==> config.mk <==
export PLATFORM = sky130hd
export DESIGN_NAME = mm_seq_ctrl
export DESIGN_NICKNAME = d
export VERILOG_FILES = /design/src/rtl/mm_seq_ctrl.sv
export SDC_FILE = /design/constraint.sdc
export NUM_CORES = 1
export LEC_CHECK = 0
export BUFFER_PORTS_ARGS = -buffer_cell sky130_fd_sc_hd__buf_2
export CAP_MARGIN = 0
export CORE_ASPECT_RATIO = 0.7
export CORE_MARGIN = 2
export CORE_UTILIZATION = 30
export CTS_BUF_LIST = sky130_fd_sc_hd__clkbuf_4
export DETAILED_ROUTE_END_ITERATION = 6
export PLACE_DENSITY = 0.53
export SLEW_MARGIN = 20
export SYNTH_ARGS = -nofsm -noshare
export SYNTH_HDL_FRONTEND = slang
export SYNTH_SLANG_ARGS = --single-unit
==> constraint.sdc <==
create_clock -name clk -period 2.6 [get_ports clk]
set_input_delay 0.39 -clock clk [delete_from_list [all_inputs] [get_ports clk]]
set_output_delay 0.39 -clock clk [all_outputs]
set_load 0.03 [all_outputs]
==> src/rtl/mm_seq_ctrl.sv <==
// mm_seq_ctrl: sequencer that loads A and B (up to 4x4), checks shapes, then steps the MACs.
// Ports: clk/rst, element strobes in; storage write, operand index, mac and result status out.
module mm_seq_ctrl (
  input  logic       clk,
  input  logic       rst,
  input  logic       in_valid,
  input  logic       col_end,
  input  logic       row_end,
  output logic       busy,
  output logic       wr_en,
  output logic       wr_sel,
  output logic [1:0] wr_row,
  output logic [1:0] wr_col,
  output logic [1:0] rd_i,
  output logic [1:0] rd_k,
  output logic [1:0] rd_j,
  output logic       mac_en,
  output logic       mac_clr,
  output logic       res_valid,
  output logic       change_row,
  output logic [1:0] ep,
  output logic       is_legal
);
  typedef enum logic [2:0] {
    LOAD_A, GAP, LOAD_B, CHECK, REPORT, MAC, EMIT
  } state_t;

  state_t     state, nxt;
  logic [2:0] row_cnt, col_cnt, first_len;
  logic [2:0] len, cols_n, rows_n;
  logic [2:0] cols_a, rows_a, cols_b, rows_b;
  logic       err, err_n, err_a, err_b;
  logic [1:0] ep_q, ri, rk, rj;
  logic       loading, take, ovf, last_col, len_bad;
  logic       legal, k_last, j_last, i_last, done;

  assign loading  = (state == LOAD_A) || (state == LOAD_B);
  assign take     = loading && in_valid;
  // a fifth column or fifth row: flag it and drop the element
  assign ovf      = (col_cnt == 3'd4) || (row_cnt == 3'd4);
  // row_end implies col_end
  assign last_col = col_end || row_end;
  assign len      = col_cnt + 3'd1;
  assign len_bad  = (row_cnt != 3'd0) && (len != first_len);
  assign err_n    = err || (take && ovf) || (take && last_col && len_bad);
  // on the first row first_len is not yet registered
  assign cols_n   = (row_cnt == 3'd0) ? len : first_len;
  assign rows_n   = row_cnt + 3'd1;
  assign legal    = !err_a && !err_b && (cols_a == rows_b);
  assign k_last   = ({1'b0, rk} == cols_a - 3'd1);
  assign j_last   = ({1'b0, rj} == cols_b - 3'd1);
  assign i_last   = ({1'b0, ri} == rows_a - 3'd1);
  assign done     = (state == REPORT) ||
                    ((state == EMIT) && j_last && i_last);

  always_ff @(posedge clk) begin
    if (rst || done) begin
      state     <= LOAD_A;
      row_cnt   <= 3'd0;
      col_cnt   <= 3'd0;
      first_len <= 3'd0;
      err       <= 1'b0;
      cols_a    <= 3'd0;
      rows_a    <= 3'd0;
      cols_b    <= 3'd0;
      rows_b    <= 3'd0;
      err_a     <= 1'b0;
      err_b     <= 1'b0;
      ri        <= 2'd0;
      rk        <= 2'd0;
      rj        <= 2'd0;
      // ep survives a finished job, only reset clears it
      if (rst) ep_q <= 2'b00;
    end else begin
      state <= nxt;
      if (take) begin
        err <= err_n;
        if (col_cnt != 3'd4) col_cnt <= col_cnt + 3'd1;
        if (last_col) begin
          col_cnt <= 3'd0;
          if (row_cnt == 3'd0) first_len <= len;
          if (row_cnt != 3'd4) row_cnt <= rows_n;
        end
        if (row_end) begin
          row_cnt   <= 3'd0;
          first_len <= 3'd0;
          err       <= 1'b0;
          if (state == LOAD_A) begin
            cols_a <= cols_n;
            rows_a <= rows_n;
            err_a  <= err_n;
          end else begin
            cols_b <= cols_n;
            rows_b <= rows_n;
            err_b  <= err_n;
          end
        end
      end
      if (state == CHECK) ep_q <= {err_b, err_a};
      if (state == MAC) rk <= k_last ? 2'd0 : rk + 2'd1;
      if (state == EMIT) begin
        if (j_last) begin
          rj <= 2'd0;
          ri <= ri + 2'd1;
        end else begin
          rj <= rj + 2'd1;
        end
      end
    end
  end

  always_comb begin
    nxt = state;
    unique case (state)
      LOAD_A:  if (take && row_end) nxt = GAP;
      GAP:     nxt = LOAD_B;
      LOAD_B:  if (take && row_end) nxt = CHECK;
      CHECK:   nxt = legal ? MAC : REPORT;
      REPORT:  nxt = LOAD_A;
      MAC:     if (k_last) nxt = EMIT;
      EMIT:    nxt = (j_last && i_last) ? LOAD_A : MAC;
      default: nxt = LOAD_A;
    endcase
  end

  // outputs are forced quiet while rst is held
  always_comb begin
    busy       = 1'b0;
    wr_en      = 1'b0;
    wr_sel     = 1'b0;
    wr_row     = 2'd0;
    wr_col     = 2'd0;
    rd_i       = 2'd0;
    rd_k       = 2'd0;
    rd_j       = 2'd0;
    mac_en     = 1'b0;
    mac_clr    = 1'b0;
    res_valid  = 1'b0;
    change_row = 1'b0;
    is_legal   = 1'b0;
    ep         = 2'b00;
    if (!rst) begin
      ep   = ep_q;
      busy = !loading;
      if (take && !ovf) begin
        wr_en  = 1'b1;
        wr_sel = (state == LOAD_B);
        wr_row = row_cnt[1:0];
        wr_col = col_cnt[1:0];
      end
      if (state == MAC) begin
        mac_en  = 1'b1;
        mac_clr = (rk == 2'd0);
        rd_i    = ri;
        rd_k    = rk;
        rd_j    = rj;
      end
      if (state == EMIT) begin
        res_valid  = 1'b1;
        is_legal   = 1'b1;
        change_row = j_last;
        rd_i       = ri;
        rd_j       = rj;
      end
      if (state == REPORT) res_valid = 1'b1;
    end
  end
endmodule

==> results of run 1 <==
## Yosys cell counts, types with 2 or more instances
library cell  count
nor2b_1           2
o211ai_1          2
inv_1            18
xor2_1           10
nand2_1           7
a211oi_1         10
nand3b_1          3
buf_2             5
nor3b_1           3
mux2i_1          11
nor4_1            3
o21ai_0           4
nor2_1           36
ha_1              8
a31oi_1           6
dfxtp_1          33
o2111ai_1         2
or4_1             2
nand3_1           6
nor3_1           10
a32oi_1           2
nand2b_1          5
clkbuf_1         10
xnor2_1           9
and3_1            4
nand4b_1          2
a22oi_1           6
a21oi_1           5
and2_1            9
mux2_2            2
o21bai_1          2
edfxtp_1          2
## critical path: stages (launching register included)
cell     delay, ns
dfxtp_1       0.39
inv_1         0.06
ha_1          0.30
xnor2_1       0.16
or3_4         0.41
nor3_1        0.18
buf_2         0.23
## layout make-up
class / instances / area (um^2)
clock buffers: 6 / 45.0
flip-flops and latches: 35 / 721
multi-input cells: 183 / 1260
clock inverters: 1 / 30.0
well taps: 94 / 118
fillers: 719 / 4380
repair buffers: 31 / 173
inverters: 18 / 67.6
## timing repair
item	in CTS	in global routing
setup endpoints to repair	1	2
cloned	0	0
resized for setup	1	2
## through the flow
step / util [%] / cell area, um^2 / worst slack (ns) / cells
floorplan: - / 2110 / 0.240 / 253
global placement: 34.2 / 2320 / 0.374 / 361
detailed placement: 34.2 / 2320 / 0.373 / 361
CTS: 35.4 / 2400 / 0.0576 / 368
global route: 35.5 / 2410 / 0.0184 / 368
finish: 35.5 / 2410 / 0.155 / 368
## power groups by stage
stage	Sequential, uW	Combinational (uW)	Clock (uW)
floorplan	588	175	0
global placement	597	225	0
detailed placement	597	226	0
CTS	585	227	411
global route	589	254	427
finish	585	228	396
## metal layers
metal | share of wire, % | wire length [um] | vias up
li1 | - | - | 928
met5 | 0 | 0 | -
met3 | 6.2 | 310 | 4
met4 | 0.54 | 27 | 0
met2 | 41 | 2020 | 50
met1 | 53 | 2610 | 815
## flip-flops by register name, summed over array words and instances (netlist names), 2 cells and up
signal     count
col_cnt        3
cols_a         3
cols_b         3
first_len      3
row_cnt        3
rows_a         3
rows_b         3
state          3
ep_q           2
ri             2
rj             2
rk             2
## cell families (layout without fill, tap and decap cells)
logic type | Yosys count | after routing | share of synthesized area [%]
mux | 13 | 13 | 6.28
fa+ha+maj | 8 | 8 | 4.74
compound gates | 43 | 43 | 14.6
buf+inv | 35 | 56 | 6.87
flops | 35 | 35 | 34.1
xor+xnor | 20 | 20 | 8.95
simple gates | 99 | 99 | 24.5
## worst paths after layout
check / startpoint / endpoint / slack (ns) / cells past startpoint
worst min register to register: rk[0] / rk[0] / 0.50 / 2
worst max-delay path: cols_b[0] / change_row / 0.15 / 6
worst max register to register: cols_b[0] / col_cnt[2] / 0.51 / 7
worst min-delay path: row_end / err / 0.39 / 2
==> flow_summary.ini, run 1 <==
[global_routing]
top_usage_layer = met1
grt_use_met3_pct = 3.59
use_met1_pct = 20.3
grt_max_degree = 29
gr-total-overflow = 0
grt_pass1_vias = 1653
grt_util_all_layers_pct = 13.6
grt_pass1_wl_mm = 8.29
grt_use_met2_pct = 19.4
antenna_found_initial = 0

[clock_network]
cts_htree_levels = 2
clkTransAtPathRegs_ns = 0.11
cts.sinks = 35
cts_root_buf = clkbuf_4
cts_tree = yes
cts_made_buffers = 5
post-cts-setup-buffer-count = 0
holdBufCountCts = 0
cts_buffer_depth = 2
clk_latency_ns = 0.34

[sta]
finalMaxSlewViolations = 0
setup_viol = 0
tightest_slew_ns = 0.566
tns_ns = 0
rsz0062_at_grt = false
skew_ns = 0.0106
fmax_ghz = 0.409
layout_worst_path_cycle_share_pct = 94.0
slew_headroom_pct = 62.2
hold_viol = 0
period_needed_ns = 2.45
holdWs_ns = 0.393

[hold_path]
holdCritPathClass = input port to register

[synthesis]
synthArstFlopShare_pct = 0
synth.ff_latch_count = 35
syn_area_um2 = 2110
syn_inst = 253
yosysUniqueCellTypes = 46
yosysTopAreaCellShare_pct = 31.3
syn_area_per_cell_um2 = 8.35
synth-edff-count = 2
yosysTopAreaCell = dfxtp_1
synth_top_flop_cell = dfxtp_1
yosysWarningCount = 0
synth.area.top_cells = dfxtp_1 31%, nor2_1 6.4%, mux2i_1 5.2%, ha_1 4.7%, xor2_1 4.1%
synth_nets = 266
yosysSeqAreaShare_pct = 34.1

[route]
final_antenna_net_count = 0
drc = 0
wl_per_cell_um = 13.5
dr.first_iter.drc_count = 102
drtPass1Iterations = 4
vias = 1797
drt-total-wl_mm = 4.97
via_per_inst = 4.88

[floorplanning]
rows = 25
die_y_um = 74.2
die-area_um2 = 7740
coreArea_um2 = 6790
io_pins = 25
start_util_pct = 31.1
die_width_um = 104

[worst_setup_path]
required_ns = 2.21
worstPathArrival_ns = 2.06
cp_max_fo = 10
critPathCaptureType = output pin
worst-setup-path-type = register to output pin
critPathLaunchType = register

[pwr]
power_uw = 1210
max-vdd-ir-drop_mv = 0.184
total_leakage_power_uw = 0.000974
p_per_area_nw_per_um2 = 501
p_int_uw = 861
p_sw_share_pct = 28.7
switchingPower_uw = 347
combPwrFrac_pct = 18.9
clockPowerShare_pct = 32.7
p_seq_share_pct = 48.4

[place]
port_buffers = 24
routabilityCongestion = 0.827
dp_hpwl_mm = 3.73

[layout]
n_antenna_cell = 0
layout.cells.most_common_list = 36 x nor2_1, 33 x dfxtp_1, 24 x buf_2, 18 x inv_1, 11 x mux2i_1
drive_gt1_share_pct = 17.2
area_delta_synth_final_pct = 14.2
final_common_cell = nor2_1
final_nets = 287

[job]
maxCapViolCount = 0

[outcome]
status = finished, final reports clean
(Power assumes the default switching activity.)
==> run 2, diff against run 1 <==
- BUFFER_PORTS_ARGS: -buffer_cell sky130_fd_sc_hd__buf_2 -> default
- DONT_BUFFER_PORTS: default -> 1
- PLACE_DENSITY: 0.53 -> 0.4
==> run 2 against run 1 <==
Clock-buffer cell count fell by 1. Sequential share of layout area increased by 1.1 points. Clock skew is 0.00073 ns lower. Critical path depth did not move. Global-route usage increased by 0.12 points. Via count fell by 1.2%. Clock power shrank 28%. Combinational power is 8% lower. Utilization decreased by 1.3 points. Wire length up 3.5%. Critical path type unchanged. Critical endpoint is now wr_sel. Highest routed layer unchanged.
==> flow_summary.ini, run 2 (synthesis results as in run 1) <==
[layout]
drive_gt1_share_pct = 11.6
final_common_cell = nor2_1
seqCellArea_um2 = 721
n_antenna_cell = 0
area_delta_synth_final_pct = 10.1
layout.cells.most_common_list = 36 x nor2_1, 33 x dfxtp_1, 18 x inv_1, 16 x buf_4, 11 x mux2i_1
fill_cells = 736
final_util_pct = 34.2
stdcell_count = 353
final_nets = 272
multi_input_area_um2 = 1250

[floorplanning]
coreArea_um2 = 6790
die-area_um2 = 7740
die_width_um = 104
die_y_um = 74.2
io_pins = 25
start_util_pct = 31.1
rows = 25

[worst_setup_path]
worst-setup-path-type = register to output pin
crit_path_top_delay_cell = dfxtp_1
required_ns = 2.21
critPathLaunchType = register
cp_num_buf_inv = 2
cp_max_fo = 6
critPathCaptureType = output pin
r2r_start = cols_b[0]
rr_worst_depth = 7
rrSetupSlack_ns = 0.52
critPathTopFamily = simple AND/OR/NAND/NOR gates
cpPeakStageDelay_ns = 0.39
crit_chain = inv_1 -> ha_1 -> a22oi_1 -> and3_2 -> and3_1 -> buf_4
worstPathArrival_ns = 2.05
timing.rr.end = state[0]

[route]
drtPass1Iterations = 4
final_antenna_net_count = 0
drc = 0
dr.first_iter.drc_count = 66
vias = 1776
via_per_inst = 5.03
wl_per_cell_um = 14.6
drt-total-wl_mm = 5.15

[clock_network]
cts_tree = yes
cts_root_buf = clkbuf_4
cts_buffer_depth = 2
cts_htree_levels = 2
cts_made_buffers = 5
holdBufCountCts = 0
clkTransAtPathRegs_ns = 0.11
clk_latency_ns = 0.34
cts.sinks = 35

[outcome]
status = finished, final reports clean

[place]
port_buffers = 0
routabilityCongestion = 0.780
dp_hpwl_mm = 3.82
dp_cells = 346

[pwr]
p_per_area_nw_per_um2 = 466
total_leakage_power_uw = 0.000884
p_sw_share_pct = 31.4
clockPowerShare_pct = 26.2
p_int_uw = 744
max-vdd-ir-drop_mv = 0.152
combPwrFrac_pct = 19.3
p_seq_share_pct = 54.5
switchingPower_uw = 340

[global_routing]
grt_util_all_layers_pct = 13.7
grt_pass1_vias = 1552
grt_max_degree = 25
antenna_found_initial = 0
grt_pass1_wl_mm = 8.29
gr-total-overflow = 0

[sta]
skew_ns = 0.00987
tns_ns = 0
setup_viol = 0
finalMaxSlewViolations = 0
tightest_slew_ns = 0.582
layout_worst_path_cycle_share_pct = 94.0
slew_headroom_pct = 61.1
hold_viol = 0
period_needed_ns = 2.44
fmax_ghz = 0.409

[job]
maxCapViolCount = 0

[hold_path]
min_from = rst
hold_end = rj[1]
holdCritPathClass = input port to register
whs_path_depth = 1
[run 2: worst max path at each step]
stage / startpoint / endpoint / slack (ns) / cells past startpoint
floorplan: cols_b[0] / change_row / 0.24 / 6
global placement: cols_b[0] / row_cnt[2] / 0.41 / 7
detailed placement: cols_b[0] / row_cnt[2] / 0.41 / 7
CTS: col_cnt[0] / wr_sel / 0.05 / 6
global route: col_cnt[0] / wr_sel / -0.005 / 6
finish: col_cnt[0] / wr_sel / 0.16 / 6
[run 2: final cells by class]
cell class | instances | share of cell area, %
tap | 94 | 5.06
inverter | 18 | 2.91
clock inverter | 2 | 0.377
sequential | 35 | 31.0
multi-input combinational | 183 | 53.9
clock buffer | 5 | 1.61
timing repair buffer | 16 | 5.17
[run 2: power groups by stage]
stage / Combinational (uW) / Clock (uW) / Sequential [uW]
2_1_floorplan: 175 / 0 / 588
3_3_place_gp: 211 / 0 / 604
3_5_place_dp: 210 / 0 / 602
4_1_cts: 210 / 302 / 590
5_1_grt: 233 / 323 / 595
6_report: 209 / 284 / 590
[run 2: layer usage]
metal	GRT usage, %	share of wire, %	vias to the layer above	routed length, um
met4	3.30	0.47	0	24
met5	0	0	-	0
li1	-	-	895	-
met1	20.1	56	851	2860
met3	3.77	3.4	2	173
met2	20.0	41	28	2090
[run 2: worst register-to-register path: stages, from the launching register on]
cell      delay [ns]
dfxtp_1         0.38
inv_1           0.06
ha_1            0.30
xnor2_1         0.16
or3_4           0.41
o221ai_2        0.24
buf_4           0.33
a211oi_1        0.09
[run 2: timing repair]
action	CTS	global route
endpoints found under the hold margin	0	0
buffers inserted	0	0
endpoints found under the setup margin	0	6
resized for setup	0	2
[run 2: metrics by stage]
| step | setup WS, ns | total power [uW] | cell area (um^2) | hold WS [ns] |
|---|---|---|---|---|
| 2_1_floorplan | 0.240 | 763 | 2110 | 0.454 |
| 3_3_place_gp | 0.413 | 814 | 2270 | 0.467 |
| 3_5_place_dp | 0.415 | 812 | 2270 | 0.468 |
| 4_1_cts | 0.0507 | 1100 | 2320 | 0.0959 |
| 5_1_grt | -0.00546 | 1150 | 2320 | 0.0786 |
| 6_report | 0.155 | 1080 | 2320 | 0.115 |
==> run 3, diff against run 2 <==
- ABC_AREA: default -> 1
- CORE_ASPECT_RATIO: 0.7 -> 0.8
- CORE_UTILIZATION: 30 -> 54
- PLACE_DENSITY: 0.4 -> 0.65
==> run 3 against run 2 <==
Hold slack better by 0.15 ns. Non-clock buffer count is 7 lower. Synthesized area is 1.1% lower. Wire length is 9.2% lower. Final cell count is 5.9% higher. Sequential cell count stayed put. Clock power is 3% higher. Worst setup slack worse by 0.070 ns. Cell area is 3.9% lower. Highest routed layer unchanged.
==> flow_summary.ini, run 3 <==
[outcome]
status = finished, final reports clean

[sta]
skew_ns = 0.0100
slew_headroom_pct = 59.4
rsz0062_at_grt = true
hold_viol = 0
fmax_ghz = 0.398
setup_viol = 0
holdWs_ns = 0.264
period_needed_ns = 2.52
layout_worst_path_cycle_share_pct = 96.7
finalMaxSlewViolations = 0
tightest_slew_ns = 0.606
tns_ns = 0

[worst_setup_path]
critPathCaptureType = output pin
crit_chain = inv_1 -> ha_1 -> nand2_1 -> nand2_1 -> nor2_1 -> nand2_1 -> nor2_1
crit_path_top_delay_cell = nor2_1
cpPeakStageDelay_ns = 0.52
worst-setup-path-type = register to output pin
rr_worst_depth = 13
timing.rr.end = first_len[1]
critPathLaunchType = register
rrSetupSlack_ns = 0.47
worstPathArrival_ns = 2.13
cp_max_fo = 6
critPathTopFamily = simple AND/OR/NAND/NOR gates
cpMostUsedCell = nand2_1
required_ns = 2.21
r2r_start = cols_b[0]
cp_num_buf_inv = 1
cp_num_cells = 7

[layout]
drive_gt1_share_pct = 11.5
final_nets = 342
area_delta_synth_final_pct = 6.95
layout.cells.most_common_list = 77 x nand2_1, 48 x nor2_1, 46 x inv_1, 33 x dfxtp_1, 28 x a21oi_1
design_area_um2 = 2230
n_antenna_cell = 0
final_common_cell = nand2_1

[global_routing]
grt_pass1_wl_mm = 7.84
grt_pass1_vias = 1677
gr-total-overflow = 0
antenna_found_initial = 0
grt_max_degree = 22
grt_util_all_layers_pct = 23.6

[pwr]
p_sw_share_pct = 33.2
total_leakage_power_uw = 0.000966
p_seq_share_pct = 52.2
switchingPower_uw = 379
p_int_uw = 762
power_uw = 1140
max-vdd-ir-drop_mv = 0.286
clockPowerShare_pct = 25.7
combPwrFrac_pct = 22.1
p_per_area_nw_per_um2 = 511

[synthesis]
synth.area.top_cells = dfxtp_1 32%, nand2_1 14%, nor2_1 9.0%, inv_1 8.3%, a21oi_1 6.7%
syn_area_um2 = 2090
synth-edff-count = 2
yosysTopAreaCell = dfxtp_1
yosysSeqAreaShare_pct = 34.5
synth_common_cells = 77 x nand2_1, 50 x nor2_1, 46 x inv_1
synth_nets = 331
syn_area_per_cell_um2 = 6.57
yosysMostFrequentCell = nand2_1
synth.ff_latch_count = 35
yosysWarningCount = 0
yosysUniqueCellTypes = 31
synth_top_flop_cell = dfxtp_1
syn_inst = 318
synthArstFlopShare_pct = 0
yosysTopAreaCellShare_pct = 31.6

[clock_network]
cts_tree = yes
cts_root_buf = clkbuf_4
cts_made_buffers = 5
cts.sinks = 35
cts_buffer_depth = 2
clkTransAtPathRegs_ns = 0.10
cts_htree_levels = 2
clk_latency_ns = 0.34
holdBufCountCts = 0

[job]
maxCapViolCount = 0

[floorplanning]
die-area_um2 = 4380
rows = 20
start_util_pct = 55.6
coreArea_um2 = 3750
die_width_um = 73.5
die_y_um = 59.6
io_pins = 25

[hold_path]
min_from = row_end
hold_end = first_len[1]
whs_path_depth = 3
holdCritPathClass = input port to register

[route]
drtPass1Iterations = 4
wl_per_cell_um = 12.5
final_antenna_net_count = 0
via_per_inst = 5.07
drc = 0
drt-total-wl_mm = 4.67
vias = 1896
dr.first_iter.drc_count = 139

[place]
routabilityCongestion = 0.834
port_buffers = 0
placed_cell_area_um2 = 2180
dp_hpwl_mm = 3.56
## run 3: cell count changes in the layout (fill, tap and decap cells not counted), sizes merged, moves of 7 or more
cell | before | now
o21ai | 4 | 15
and2 | 9 | 0
xnor2 | 9 | 2
mux2i | 11 | 1
a21oi | 5 | 29
buf | 16 | 9
nor2 | 36 | 56
a211oi | 10 | 0
nand2 | 7 | 81
inv | 18 | 53
## run 3: worst reg2reg max path, delay by kind of cell, from the launching register on
family / cells / cell delay, ns
AND/OR/NAND/NOR: 8 / 0.88
buffers and inverters: 4 / 0.46
flip-flops: 1 / 0.36
adder cells (fa/ha/maj): 1 / 0.31
## run 3: kinds of logic (layout without fill, tap and decap cells)
family                     count (synthesis)  after routing  share of synthesized area (%)
AOI/OAI and AO/OA                         44             44                           10.7
xor gates and xnor gates                   9              9                           3.77
adders and majority gates                  8              8                           4.79
buffers and inverters                     58             70                           11.3
DFF                                       35             35                           34.5
muxes                                      1              1                          0.479
and+or+nand+nor                          163            163                           34.4
## run 3: how the worst max path moves through the flow
stage / end / startpoint / slack, ns
floorplan: rd_i[0] / state[0] / 0.60
global placement: wr_sel / row_cnt[0] / 0.52
detailed placement: wr_sel / row_cnt[0] / 0.49
CTS: wr_sel / row_cnt[0] / 0.09
global route: wr_sel / row_cnt[0] / -0.09
finish: wr_sel / row_cnt[0] / 0.08
## run 3: power by group through the flow
stage	Clock, uW	Sequential [uW]	Combinational (uW)
floorplan	0	602	210
detailed placement	0	608	252
CTS	297	596	254
global placement	0	608	248
finish	293	596	252
global route	321	600	291
## run 3: layout make-up
class                           count  area (um^2)
Fill cell                         378         1520
Multi-Input combinational cell    225         1140
Sequential cell                    35          721
Inverter                           53          201
Timing Repair Buffer                9         67.6
Tap cell                           44         55.1
Clock buffer                        6         45.0
Clock inverter                      2         7.51
## run 3: repair_timing
item,4_1_cts,5_1_grt
resized for setup,0,2
endpoints found under the setup margin,0,6
setup buffers,0,0
## run 3: stage by stage
step                instances  setup WS (ns)  utilization, %
global route              374        -0.0918            59.5
global placement          366          0.524            58.0
detailed placement        366          0.488            58.0
CTS                       374         0.0937            59.4
floorplan                 318          0.596               -
finish                    374         0.0850            59.5
## run 3: layer usage
metal	up-vias	GRT usage, %	wire length, um
li1	1007	-	-
met1	848	35.1	2440
met2	35	34.9	1980
met3	6	5.10	208
met4	0	5.45	46
met5	-	0	0
